<file path="src/rtl/fpadd_result_display_seq.sv">
// fpadd_result_display_seq: issues operand pairs to a fixed-latency adder, queues results, displays the queue head
module fpadd_result_display_seq #(
  parameter int WIDTH       = 32,
  parameter int DEPTH       = 8,
  parameter int ADD_LATENCY = 3,
  parameter int NUM_DISP    = 2
) (
  input  logic                         clk,
  input  logic                         rst,
  input  logic                         in_valid,
  output logic                         in_ready,
  input  logic [WIDTH-1:0]             in_a,
  input  logic [WIDTH-1:0]             in_b,
  output logic [WIDTH-1:0]             add_a,
  output logic [WIDTH-1:0]             add_b,
  input  logic [WIDTH-1:0]             add_result,
  input  logic                         next_pulse,
  input  logic                         page_pulse,
  output logic [7:0]                   leds,
  output logic [8*NUM_DISP-1:0]        disp_chars,
  output logic [$clog2(DEPTH+1)-1:0]   count,
  output logic                         empty,
  output logic                         full
);
  localparam int DW    = 8 * NUM_DISP;
  localparam int PAGES = WIDTH / DW;
  localparam int PW    = PAGES > 1 ? $clog2(PAGES) : 1;
  localparam int AW    = $clog2(DEPTH);
  localparam int CW    = $clog2(DEPTH + 1);
  // pipe[0] marks the operand register stage, pipe[ADD_LATENCY] marks a result ready to capture
  logic [ADD_LATENCY:0] pipe;
  logic [WIDTH-1:0]     mem [DEPTH];
  logic [WIDTH-1:0]     head;
  logic [AW-1:0]        wp, rp;
  logic [PW-1:0]        page;
  logic [31:0]          occ;
  logic                 accept, cap, pop;
  // Credits: stored results plus every op still travelling through the adder
  always_comb begin
    occ = 32'(count);
    for (int i = 0; i <= ADD_LATENCY; i++) occ = occ + 32'(pipe[i]);
  end
  assign in_ready   = occ < 32'(DEPTH);
  assign accept     = in_valid && in_ready;
  assign cap        = pipe[ADD_LATENCY];
  assign pop        = next_pulse && !empty;
  assign empty      = count == '0;
  assign full       = count == CW'(DEPTH);
  assign head       = mem[rp];
  assign leds       = empty ? 8'h00 : head[7:0];
  assign disp_chars = empty ? '0 : head[WIDTH-1-int'(page)*DW -: DW];
  // Operand registers feeding the adder hold their value between accepts
  always_ff @(posedge clk or posedge rst) begin
    if (rst) begin
      add_a <= '0;
      add_b <= '0;
    end else if (accept) begin
      add_a <= in_a;
      add_b <= in_b;
    end
  end
  // Valid bits track each accepted op until its result is captured
  always_ff @(posedge clk or posedge rst) begin
    if (rst) pipe <= '0;
    else     pipe <= {pipe[ADD_LATENCY-1:0], accept};
  end
  // Result storage; contents are only meaningful between the pointers
  always_ff @(posedge clk) begin
    if (cap) mem[wp] <= add_result;
  end
  // FIFO pointers and occupancy; capture and pop may coincide
  always_ff @(posedge clk or posedge rst) begin
    if (rst) begin
      wp    <= '0;
      rp    <= '0;
      count <= '0;
    end else begin
      wp    <= wp + AW'(cap);
      rp    <= rp + AW'(pop);
      count <= count + CW'(cap) - CW'(pop);
    end
  end
  // Display page: a pop always returns to the most significant page
  always_ff @(posedge clk or posedge rst) begin
    if (rst)             page <= '0;
    else if (pop)        page <= '0;
    else if (page_pulse) page <= page == PW'(PAGES - 1) ? '0 : page + 1'b1;
  end
endmodule
</file>
<file path="config.mk">
export PLATFORM = sky130hd
export DESIGN_NAME = fpadd_result_display_seq
export DESIGN_NICKNAME = d
export VERILOG_FILES = /design/src/rtl/fpadd_result_display_seq.sv
export SDC_FILE = /design/constraint.sdc
export NUM_CORES = 1
export LEC_CHECK = 0
export ABC_CLOCK_PERIOD_IN_PS = 9100
export CORE_MARGIN = 2
export CORE_UTILIZATION = 58
export CTS_BUF_LIST = sky130_fd_sc_hd__clkbuf_16
export CTS_CLUSTER_DIAMETER = 120
export DETAILED_ROUTE_END_ITERATION = 7
export PLACE_DENSITY = 0.85
export SLEW_MARGIN = 30
export SYNTH_ARGS = -nofsm -noshare
export SYNTH_HDL_FRONTEND = slang
export SYNTH_SLANG_ARGS = --single-unit
</file>
<file path="constraint.sdc">
create_clock -name clk -period 9.1 [get_ports clk]
set_input_delay 1.82 -clock clk [delete_from_list [all_inputs] [get_ports clk]]
set_output_delay 1.82 -clock clk [all_outputs]
set_load 0.05 [all_outputs]
</file>
After elaboration in Yosys (flattened, before gate mapping)
Memories as Yosys holds them, arrays and structs flattened.
Index checks and enable logic that the tools add are counted.
Word-level totals
  register bits: 79
  bits in latches: 0
  bits in writable memories: 256
  bits in read-only memories: 0
  input bits: 101
  word-level logic and storage cells: 33
  memories: 1
Cells by class
  add/subtract/negate cells: 10
  $mul: 0
  div/mod/pow operators: 0
  magnitude comparators: 1
  equal/unequal tests: 1
  shifts and indexed selects: 1
  mux-type cells: 7
  bitwise operators: 0
  reductions and logical operators: 5
Memories
  mem: words 8, bits a word 32, read ports 1, clocked after memory_dff 0, wr ports 1, RTL line 32  | logic [WIDTH-1:0] mem [DEPTH];
Operators by type and width (number)
  indexed part select 47 x 6 -> 16 bit: 1
  two-way mux 16 bit: 1
  adder 7 x 1 -> 8 bit: 1
  less-than comparator 8 x 4 -> 1 bit (second input constant): 1
  two-way mux 8 bit: 1
  adder 6 x 1 -> 7 bit: 1
  adder 3 x 1 -> 3 bit: 2
  adder 5 x 1 -> 6 bit: 1
  subtractor 5 x 5 -> 6 bit (first input constant): 1
  adder 4 x 1 -> 5 bit: 1
  two-way mux 1 bit: 5
  adder 4 x 1 -> 4 bit: 1
  == test 4 bit (second input constant): 1
  zero test 4 bit: 1
  subtractor 4 x 1 -> 4 bit: 1
  logical AND 1 bit: 2
  nonzero test 2 bit: 1
  adder 1 bit (second input constant): 1
  zero test 1 bit: 1

Longest topological paths before layout
Gate-level depths: netlist (run 1).
  depth after elaboration: 6
  gate-level depth with buffers: 11
  mapped depth without buffers: 10

Worst setup path after synthesis (run 1)
No wires, ideal clock.
  path kind: reg2out
  from: reg count[0]
  to: out in_ready
  arrival: 2909 ps
  data required time: 7280 ps
  slack: 4371 ps
  stages on the path, launching flop included: 6
  buffers on the path: 0
  cell sequence: dfrtp_1 fa_1 ha_1 a21o_1 a21oi_1 o32ai_1
On the way
  longest elaborated chain between the ends: 5
RTL lines
  start, declared: RTL line 21  | output logic [$clog2(DEPTH+1)-1:0] count,
  start signal, assigned: RTL line 80  | count <= count + CW'(cap) - CW'(pop);
  adder 4 x 1 -> 5 bit: RTL line 41  | for (int i = 0; i <= ADD_LATENCY; i++) occ = occ + 32'(pipe[i]);
  adder 5 x 1 -> 6 bit: RTL line 41
  adder 6 x 1 -> 7 bit: RTL line 41
  adder 7 x 1 -> 8 bit: RTL line 41
  less-than comparator 8 x 4 -> 1 bit: RTL line 43  | assign in_ready = occ < 32'(DEPTH);
  end, declared: RTL line 11  | output logic in_ready,
No other way between the ends.

Final worst setup path (run 1)
  from: reg rp[0]
  to: out disp_chars[14]
On the way
  longest elaborated chain between the ends: 3
RTL lines
  start, declared: RTL line 34  | logic [AW-1:0] wp, rp;
  start signal, assigned: RTL line 79  | rp <= rp + AW'(pop);
  memory (8 x 32 bit)
  indexed part select 47 x 6 -> 16 bit: RTL line 51  | assign disp_chars = empty ? '0 : head[WIDTH-1-int'(page)*DW -: DW];
  two-way mux 16 bit: RTL line 51
  end, declared: RTL line 20  | output logic [8*NUM_DISP-1:0] disp_chars,
No other way between the ends.

==> results of run 1 <==
state kept, by name, indices dropped and copies added (netlist names):
signal and cells:
rp 3, count 4, add_a 32, page 1, wp 3, mem 256
add_b 32, pipe 4
through the flow:
step                 util  setup WS, ps
floorplan               -          4370
CTS                 0.751          3260
global route        0.753          3090
detailed placement  0.697          3810
global placement    0.697          3880
finish              0.753          3360
critical path: stages, from the launching register on:
cell and delay (ps):
sky130_fd_sc_hd__dfrtp_4 800, sky130_fd_sc_hd__buf_4 680, sky130_fd_sc_hd__mux4_2 600, sky130_fd_sc_hd__nor2b_1 170, sky130_fd_sc_hd__o22ai_1 110, sky130_fd_sc_hd__a221o_1 320
sky130_fd_sc_hd__clkdlybuf4s50_1 700
kinds of logic after synthesis:
| logic type | count (synthesis) | synth area share |
|---|---|---|
| adders and majority gates | 15 | 0.0157 |
| buffers and inverters | 37 | 0.0157 |
| xor gates and xnor gates | 5 | 0.00339 |
| and+or+nand+nor | 35 | 0.0131 |
| muxes | 158 | 0.191 |
| AOI/OAI and AO/OA | 25 | 0.0137 |
| DFF | 335 | 0.748 |
report_power, final:
group | switching (µW) | internal (µW)
combinational | 1690 | 1060
sequential | 220 | 1960
clock | 548 | 890
total | 2450 | 3910
cell type report:
class,count,area [µm²]
Fill cell,1183,5400
Multi-Input combinational cell,238,3120
Clock buffer,38,951
Sequential cell,335,9670
Timing Repair Buffer,210,2070
Clock inverter,24,229
Inverter,9,33.8
Tap cell,280,350
Antenna cell,1,2.50
per-layer routing:
| layer | track usage | vias up | share of wire |
|---|---|---|---|
| met5 | 0 | - | 0 |
| met2 | 0.422 | 284 | 0.52 |
| met4 | 0.0886 | 0 | 0.034 |
| li1 | - | 2892 | - |
| met1 | 0.301 | 3451 | 0.37 |
| met3 | 0.0581 | 67 | 0.069 |
worst paths after layout:
| kind | start | to | slack [ps] | cells after the start |
|---|---|---|---|---|
| max | rp[0] | disp_chars[14] | 3360 | 6 |
| min | pipe[1] | pipe[2] | 370 | 0 |
| max reg2reg | count[0] | add_b[19] | 5640 | 7 |
| min reg2reg | pipe[1] | pipe[2] | 370 | 0 |
| max in group asynchronous | rst | rp[0] | 6680 | 3 |
| min in group asynchronous | rst | add_b[8] | 1880 | 3 |
Yosys cell counts:
cell,instances,area share
sky130_fd_sc_hd__and2_1,1,0.00048
sky130_fd_sc_hd__xor2_1,4,0.0027
sky130_fd_sc_hd__o32ai_1,1,0.00068
sky130_fd_sc_hd__o22ai_1,16,0.0077
sky130_fd_sc_hd__mux4_2,64,0.11
sky130_fd_sc_hd__nor3_1,2,0.00077
sky130_fd_sc_hd__clkbuf_1,9,0.0026
sky130_fd_sc_hd__ha_1,13,0.013
sky130_fd_sc_hd__mux2_1,49,0.043
sky130_fd_sc_hd__or3_1,1,0.00048
sky130_fd_sc_hd__inv_1,8,0.0023
sky130_fd_sc_hd__buf_6,6,0.0052
sky130_fd_sc_hd__edfxtp_1,256,0.59
sky130_fd_sc_hd__a21oi_1,2,0.00077
sky130_fd_sc_hd__a221o_1,1,0.00077
sky130_fd_sc_hd__nor3b_1,2,0.0012
sky130_fd_sc_hd__mux2i_1,30,0.023
sky130_fd_sc_hd__or3b_1,1,0.00068
sky130_fd_sc_hd__o22a_1,1,0.00068
sky130_fd_sc_hd__buf_4,1,0.00058
sky130_fd_sc_hd__fa_1,2,0.0031
sky130_fd_sc_hd__nand2_1,5,0.0015
sky130_fd_sc_hd__dfrtp_1,79,0.15
sky130_fd_sc_hd__nor2_1,16,0.0046
sky130_fd_sc_hd__xnor2_1,1,0.00068
sky130_fd_sc_hd__clkinv_1,1,0.00029
sky130_fd_sc_hd__o32ai_2,1,0.0013
sky130_fd_sc_hd__nand2b_1,5,0.0024
sky130_fd_sc_hd__mux2_2,15,0.013
sky130_fd_sc_hd__o21a_1,1,0.00058
sky130_fd_sc_hd__a21o_1,2,0.0012
sky130_fd_sc_hd__buf_2,12,0.0046
sky130_fd_sc_hd__nor2b_1,2,0.00097
==> flow_summary.html, run 1 <==
<table>
<tr><th>Metric</th><th>Value</th></tr>
<tr><th colspan="2">Worst setup path</th></tr>
<tr><td>Worst Path Class, Setup</td><td>flop to output pin</td></tr>
<tr><td>Endpoint required time on the critical path</td><td>7280 ps</td></tr>
<tr><td>Worst Path Arrival</td><td>3920 ps</td></tr>
<tr><td>CP Capture Type</td><td>output pin</td></tr>
<tr><td>CP max FO</td><td>36</td></tr>
<tr><td>Type of element launching the critical path</td><td>flop</td></tr>
<tr><th colspan="2">STA</th></tr>
<tr><td>Final worst path period need</td><td>5740 ps</td></tr>
<tr><td>Final period utilization</td><td>0.631</td></tr>
<tr><td>Fmax achieved</td><td>174 MHz</td></tr>
<tr><td>RSZ-0062 raised after global routing</td><td>false</td></tr>
<tr><td>Sum of negative setup slack</td><td>0 ps</td></tr>
<tr><td>Number of pins exceeding their max-slew limit in the final report</td><td>0</td></tr>
<tr><td>Transition time of the tightest slew-check pin</td><td>756 ps</td></tr>
<tr><td>Final-layout worst hold slack</td><td>roughly 370 ps</td></tr>
<tr><td>Clk_skew</td><td>18.7 ps</td></tr>
<tr><td>Final hold violations</td><td>0</td></tr>
<tr><td>Setup-failing EPs final</td><td>0</td></tr>
<tr><td>Rel. slew slack</td><td>0.496</td></tr>
<tr><th colspan="2">Synth</th></tr>
<tr><td>Combined area of all synthesized cells</td><td>about 13000 µm²</td></tr>
<tr><td>Count of state elements after synthesis</td><td>335</td></tr>
<tr><td>Yosys warning count</td><td>0</td></tr>
<tr><td>Register area share after synthesis</td><td>0.748</td></tr>
<tr><td>Synth cell types</td><td>33</td></tr>
<tr><td>Net Count, Synth</td><td>726</td></tr>
<tr><td>Number of standard cells after synthesis</td><td>610</td></tr>
<tr><td>Synthesized area per cell</td><td>21.2 µm²</td></tr>
<tr><th colspan="2">Floorplan</th></tr>
<tr><td>Initial core utilization</td><td>0.592</td></tr>
<tr><td>IO Count</td><td>196</td></tr>
<tr><td>Number of placement rows</td><td>54</td></tr>
<tr><td>Placeable Area</td><td>between 20000 and 25000 µm²</td></tr>
<tr><td>Die outline height</td><td>153 µm</td></tr>
<tr><td>Chip Width</td><td>153 µm</td></tr>
<tr><td>Die area</td><td>around 23000 µm²</td></tr>
<tr><th colspan="2">Clock tree</th></tr>
<tr><td>Clock slew at reported path FFs</td><td>60 ps</td></tr>
<tr><td>Maximum number of buffers from clock root to sink</td><td>3</td></tr>
<tr><td>Worst-Skew Late Latency</td><td>about 510 ps</td></tr>
<tr><td>Clock buffers created by TritonCTS</td><td>34</td></tr>
<tr><td>Clock tree from TritonCTS</td><td>built</td></tr>
<tr><td>Resized cells post-CTS</td><td>0</td></tr>
<tr><td>Clk sink count</td><td>335</td></tr>
<tr><td>Number of buffers added to fix hold violations after cts</td><td>0</td></tr>
<tr><td>Deepest level of the CTS H-tree</td><td>2</td></tr>
<tr><td>Root cell of the clock tree</td><td>sky130_fd_sc_hd__clkbuf_16</td></tr>
<tr><td>Setup fix buffers added after clock tree synthesis</td><td>0</td></tr>
<tr><th colspan="2">Routing</th></tr>
<tr><td>Wire length after detailed routing</td><td>27900 µm</td></tr>
<tr><td>WL/cell</td><td>~25 µm</td></tr>
<tr><td>Number of nets with antenna violations after routing</td><td>0</td></tr>
<tr><td>Via count</td><td>6694</td></tr>
<tr><td>Drc violations</td><td>0</td></tr>
<tr><td>First-pass iteration count of the detailed router</td><td>5</td></tr>
<tr><td>Via density</td><td>5.90</td></tr>
<tr><td>Iteration-0 DRC Markers</td><td>477</td></tr>
<tr><th colspan="2">Global route</th></tr>
<tr><td>Total routing resource utilization after global routing</td><td>0.243</td></tr>
<tr><td>Global-route wire length before repair</td><td>43100 µm</td></tr>
<tr><td>Number of global-route vias before repair</td><td>between 7k and 8k</td></tr>
<tr><td>Maximum number of pins on one net before global-route repair</td><td>80</td></tr>
<tr><td>Number of antenna violations at the first check in global routing</td><td>1</td></tr>
<tr><td>Final global-route overflow total</td><td>0</td></tr>
<tr><th colspan="2">Placement</th></tr>
<tr><td>Total instance count after detailed placement</td><td>about 1.1k</td></tr>
<tr><td>Area after detailed placement</td><td>15200 µm²</td></tr>
<tr><td>Count of buffers from port buffering</td><td>195</td></tr>
<tr><td>Detailed placer's ending HPWL</td><td>16800 µm</td></tr>
<tr><td>Global placer's final weighted congestion</td><td>0.808</td></tr>
<tr><th colspan="2">Job</th></tr>
<tr><td>Maxcap violations</td><td>0</td></tr>
<tr><th colspan="2">Power and ir drop</th></tr>
<tr><td>LEAKAGE</td><td>0.00582 µW</td></tr>
<tr><td>Overall power of the completed layout</td><td>approximately 6400 µW</td></tr>
<tr><td>Power per unit of standard cell area</td><td>387 nW/µm²</td></tr>
<tr><td>Worst supply voltage drop on vdd</td><td>0.000283 V</td></tr>
<tr><th colspan="2">Outcome</th></tr>
<tr><td>Outcome</td><td>complete, no violations</td></tr>
<tr><th colspan="2">Final layout</th></tr>
<tr><td>Non-filler cells, final</td><td>roughly 1.1k</td></tr>
<tr><td>Top library cells by usage in the layout, fill and taps aside</td><td>sky130_fd_sc_hd__edfxtp_1 (256), sky130_fd_sc_hd__clkdlybuf4s50_1 (195), sky130_fd_sc_hd__dfrtp_1 (76)</td></tr>
<tr><td>Most common cell after layout, fill and taps aside</td><td>sky130_fd_sc_hd__edfxtp_1</td></tr>
<tr><td>Fraction of final layout cells sized beyond drive strength 1</td><td>0.184</td></tr>
<tr><td>Nets</td><td>944</td></tr>
<tr><td>Area growth from synthesis to layout</td><td>27.1%</td></tr>
<tr><td>Design Area, Final</td><td>16400 µm²</td></tr>
<tr><th colspan="2">Hold path</th></tr>
<tr><td>HP Class</td><td>flop to flop</td></tr>
</table>
(Power assumes the default switching activity.)
==> inputs of run 2 (changes only) <==
--- a/config.mk
+++ b/config.mk
@@ -5,13 +5,13 @@
 export SDC_FILE = /design/constraint.sdc
 export NUM_CORES = 1
 export LEC_CHECK = 0
-export ABC_CLOCK_PERIOD_IN_PS = 9100
+export ABC_CLOCK_PERIOD_IN_PS = 5400
 export CORE_MARGIN = 2
-export CORE_UTILIZATION = 58
+export CORE_UTILIZATION = 54
 export CTS_BUF_LIST = sky130_fd_sc_hd__clkbuf_16
 export CTS_CLUSTER_DIAMETER = 120
 export DETAILED_ROUTE_END_ITERATION = 7
-export PLACE_DENSITY = 0.85
+export PLACE_DENSITY = 0.8
 export SLEW_MARGIN = 30
 export SYNTH_ARGS = -nofsm -noshare
 export SYNTH_HDL_FRONTEND = slang
==> constraint.sdc (replaced) <==
create_clock -name clk -period 5.4 [get_ports clk]
set_input_delay 1.08 -clock clk [delete_from_list [all_inputs] [get_ports clk]]
set_output_delay 1.08 -clock clk [all_outputs]
set_load 0.05 [all_outputs]
==> flow_summary.html, run 2 (synthesis gave the netlist of run 1 again) <==
<table>
<tr><th>Metric</th><th>Value</th></tr>
<tr><th colspan="2">Outcome</th></tr>
<tr><td>Outcome</td><td>complete, no violations</td></tr>
<tr><th colspan="2">Floorplan</th></tr>
<tr><td>Placeable Area</td><td>23500 µm²</td></tr>
<tr><td>Die area</td><td>25200 µm²</td></tr>
<tr><td>Initial core utilization</td><td>0.550</td></tr>
<tr><td>Number of placement rows</td><td>56</td></tr>
<tr><td>Chip Width</td><td>approximately 160 µm</td></tr>
<tr><td>Die outline height</td><td>159 µm</td></tr>
<tr><td>IO Count</td><td>196</td></tr>
<tr><th colspan="2">Power and ir drop</th></tr>
<tr><td>Worst supply voltage drop on vdd</td><td>~0.00056 V</td></tr>
<tr><td>Power per unit of standard cell area</td><td>645 nW/µm²</td></tr>
<tr><td>LEAKAGE</td><td>0.00574 µW</td></tr>
<tr><th colspan="2">Clock tree</th></tr>
<tr><td>Clock slew at reported path FFs</td><td>approximately 60 ps</td></tr>
<tr><td>Root cell of the clock tree</td><td>sky130_fd_sc_hd__clkbuf_16</td></tr>
<tr><td>Setup fix buffers added after clock tree synthesis</td><td>0</td></tr>
<tr><td>Deepest level of the CTS H-tree</td><td>2</td></tr>
<tr><td>Clock buffers created by TritonCTS</td><td>34</td></tr>
<tr><td>Resized cells post-CTS</td><td>0</td></tr>
<tr><td>Number of buffers added to fix hold violations after cts</td><td>0</td></tr>
<tr><td>Clock tree from TritonCTS</td><td>built</td></tr>
<tr><td>Maximum number of buffers from clock root to sink</td><td>3</td></tr>
<tr><td>Worst-Skew Late Latency</td><td>510 ps</td></tr>
<tr><td>Clk sink count</td><td>~340</td></tr>
<tr><th colspan="2">Final layout</th></tr>
<tr><td>Nets</td><td>944</td></tr>
<tr><td>Top library cells by usage in the layout, fill and taps aside</td><td>sky130_fd_sc_hd__edfxtp_1 (256), sky130_fd_sc_hd__clkdlybuf4s50_1 (195), sky130_fd_sc_hd__dfrtp_1 (77)</td></tr>
<tr><td>Design Area, Final</td><td>16400 µm²</td></tr>
<tr><td>Final Core Density</td><td>0.699</td></tr>
<tr><td>Number of diodes</td><td>0</td></tr>
<tr><td>Biggest registers after layout</td><td>mem: 256 flops, add_a: 32 flops, add_b: 32 flops</td></tr>
<tr><td>Most common cell after layout, fill and taps aside</td><td>sky130_fd_sc_hd__edfxtp_1</td></tr>
<tr><td>Area growth from synthesis to layout</td><td>26.9%</td></tr>
<tr><td>Flip-flop count of the largest register, all copies and words added</td><td>~260</td></tr>
<tr><td>Register with the most flip-flops</td><td>mem</td></tr>
<tr><td>Fraction of final layout cells sized beyond drive strength 1</td><td>0.181</td></tr>
<tr><td>Non-filler cells, final</td><td>between 1k and 1.5k</td></tr>
<tr><th colspan="2">STA</th></tr>
<tr><td>Clk_skew</td><td>17.9 ps</td></tr>
<tr><td>Final-layout worst hold slack</td><td>~390 ps</td></tr>
<tr><td>RSZ-0062 raised after global routing</td><td>false</td></tr>
<tr><td>Final worst path period need</td><td>4520 ps</td></tr>
<tr><td>Final period utilization</td><td>0.837</td></tr>
<tr><td>Final hold violations</td><td>0</td></tr>
<tr><td>Fmax achieved</td><td>221 MHz</td></tr>
<tr><td>Transition time of the tightest slew-check pin</td><td>953 ps</td></tr>
<tr><td>Setup-failing EPs final</td><td>0</td></tr>
<tr><td>Sum of negative setup slack</td><td>0 ps</td></tr>
<tr><td>Number of pins exceeding their max-slew limit in the final report</td><td>0</td></tr>
<tr><td>Rel. slew slack</td><td>0.364</td></tr>
<tr><th colspan="2">Global route</th></tr>
<tr><td>Number of antenna violations at the first check in global routing</td><td>1</td></tr>
<tr><td>Final global-route overflow total</td><td>0</td></tr>
<tr><td>Number of global-route vias before repair</td><td>~7.4k</td></tr>
<tr><td>Global-route wire length before repair</td><td>41300 µm</td></tr>
<tr><td>Maximum number of pins on one net before global-route repair</td><td>53</td></tr>
<tr><td>Total routing resource utilization after global routing</td><td>0.222</td></tr>
<tr><th colspan="2">Hold path</th></tr>
<tr><td>HP Class</td><td>flop to flop</td></tr>
<tr><th colspan="2">Routing</th></tr>
<tr><td>WL/cell</td><td>around 23 µm</td></tr>
<tr><td>Wire length after detailed routing</td><td>around 27000 µm</td></tr>
<tr><td>Drc violations</td><td>0</td></tr>
<tr><td>Via count</td><td>6609</td></tr>
<tr><td>Number of nets with antenna violations after routing</td><td>0</td></tr>
<tr><td>First-pass iteration count of the detailed router</td><td>4</td></tr>
<tr><td>Iteration-0 DRC Markers</td><td>~460</td></tr>
<tr><td>Via density</td><td>about 5.6</td></tr>
<tr><th colspan="2">Placement</th></tr>
<tr><td>Count of buffers from port buffering</td><td>slightly below 200</td></tr>
<tr><td>Global placer's final weighted congestion</td><td>0.790</td></tr>
<tr><td>Total instance count after detailed placement</td><td>1111</td></tr>
<tr><td>Area after detailed placement</td><td>around 15000 µm²</td></tr>
<tr><td>Detailed placer's ending HPWL</td><td>16900 µm</td></tr>
<tr><th colspan="2">Worst setup path</th></tr>
<tr><td>Worst path slowest cell</td><td>sky130_fd_sc_hd__dfrtp_4</td></tr>
<tr><td>Endpoint required time on the critical path</td><td>4320 ps</td></tr>
<tr><td>CP max FO</td><td>41</td></tr>
<tr><td>Type of element launching the critical path</td><td>flop</td></tr>
<tr><td>CP max stage delay</td><td>between 900 and 1000 ps</td></tr>
<tr><td>Top delay family on crit path</td><td>buffers and inverters</td></tr>
<tr><td>Register-to-register setup slack</td><td>around 2000 ps</td></tr>
<tr><td>Cell breakdown of the critical path</td><td>buf_4, mux4_2, mux2i_1, o22ai_1, clkdlybuf4s50_1</td></tr>
<tr><td>CP Capture Type</td><td>output pin</td></tr>
<tr><td>Buffer and inverter count on the worst path</td><td>2</td></tr>
<tr><td>Worst Path Class, Setup</td><td>flop to output pin</td></tr>
<tr><td>Worst Path Arrival</td><td>3440 ps</td></tr>
<tr><th colspan="2">Job</th></tr>
<tr><td>Maxcap violations</td><td>0</td></tr>
</table>
## run 2: cell types whose count changed in the layout (fill, tap and decap cells not counted), moves of 3 or more
cell | before | now
sky130_fd_sc_hd__clkbuf_16 | 38 | 35
sky130_fd_sc_hd__clkinv_1 | 4 | 12
sky130_fd_sc_hd__clkinvlp_4 | 0 | 3
sky130_fd_sc_hd__inv_1 | 16 | 7
sky130_fd_sc_hd__nor2_2 | 0 | 5
sky130_fd_sc_hd__nor2_4 | 6 | 1
## run 2: layout make-up
class                           instances  area [µm²]
Inverter                                9        33.8
Timing Repair Buffer                  210        2090
Clock buffer                           35         876
Multi-Input combinational cell        238        3110
Sequential cell                       335        9670
Tap cell                              319         399
Clock inverter                         24         221
Fill cell                            1478        7080
## run 2: where the power goes
group	leakage, µW	total [µW]	internal [µW]	switching (µW)
clock	0.000530	2300	1370	934
sequential	0.00324	3690	3300	384
combinational	0.00197	4590	1800	2790
total	0.00574	10600	6480	4110
## run 2: worst paths after layout
check                      cells after the start      from       endpoint
setup / recovery                               5     rp[0]  disp_chars[4]
hold / removal                                 0   pipe[1]        pipe[2]
setup reg to reg                               7  count[0]      add_b[10]
hold reg to reg                                0   pipe[1]        pipe[2]
max in group asynchronous                      3       rst      add_a[20]
min in group asynchronous                      2       rst       add_a[6]
## run 2: metal layers
metal / vias to the layer above / part of all wire / GRT usage
met5: - / 0.00048 / 0
met4: 2 / 0.028 / 0.0815
met3: 59 / 0.083 / 0.0580
met2: 274 / 0.53 / 0.390
met1: 3380 / 0.36 / 0.266
li1: 2894 / - / -
## run 2: metrics by stage
stage	setup WS, ps	power, µW
2_1_floorplan	1410	6840
3_3_place_gp	1390	8220
3_5_place_dp	1340	8350
4_1_cts	806	10700
5_1_grt	633	11000
6_report	879	10600
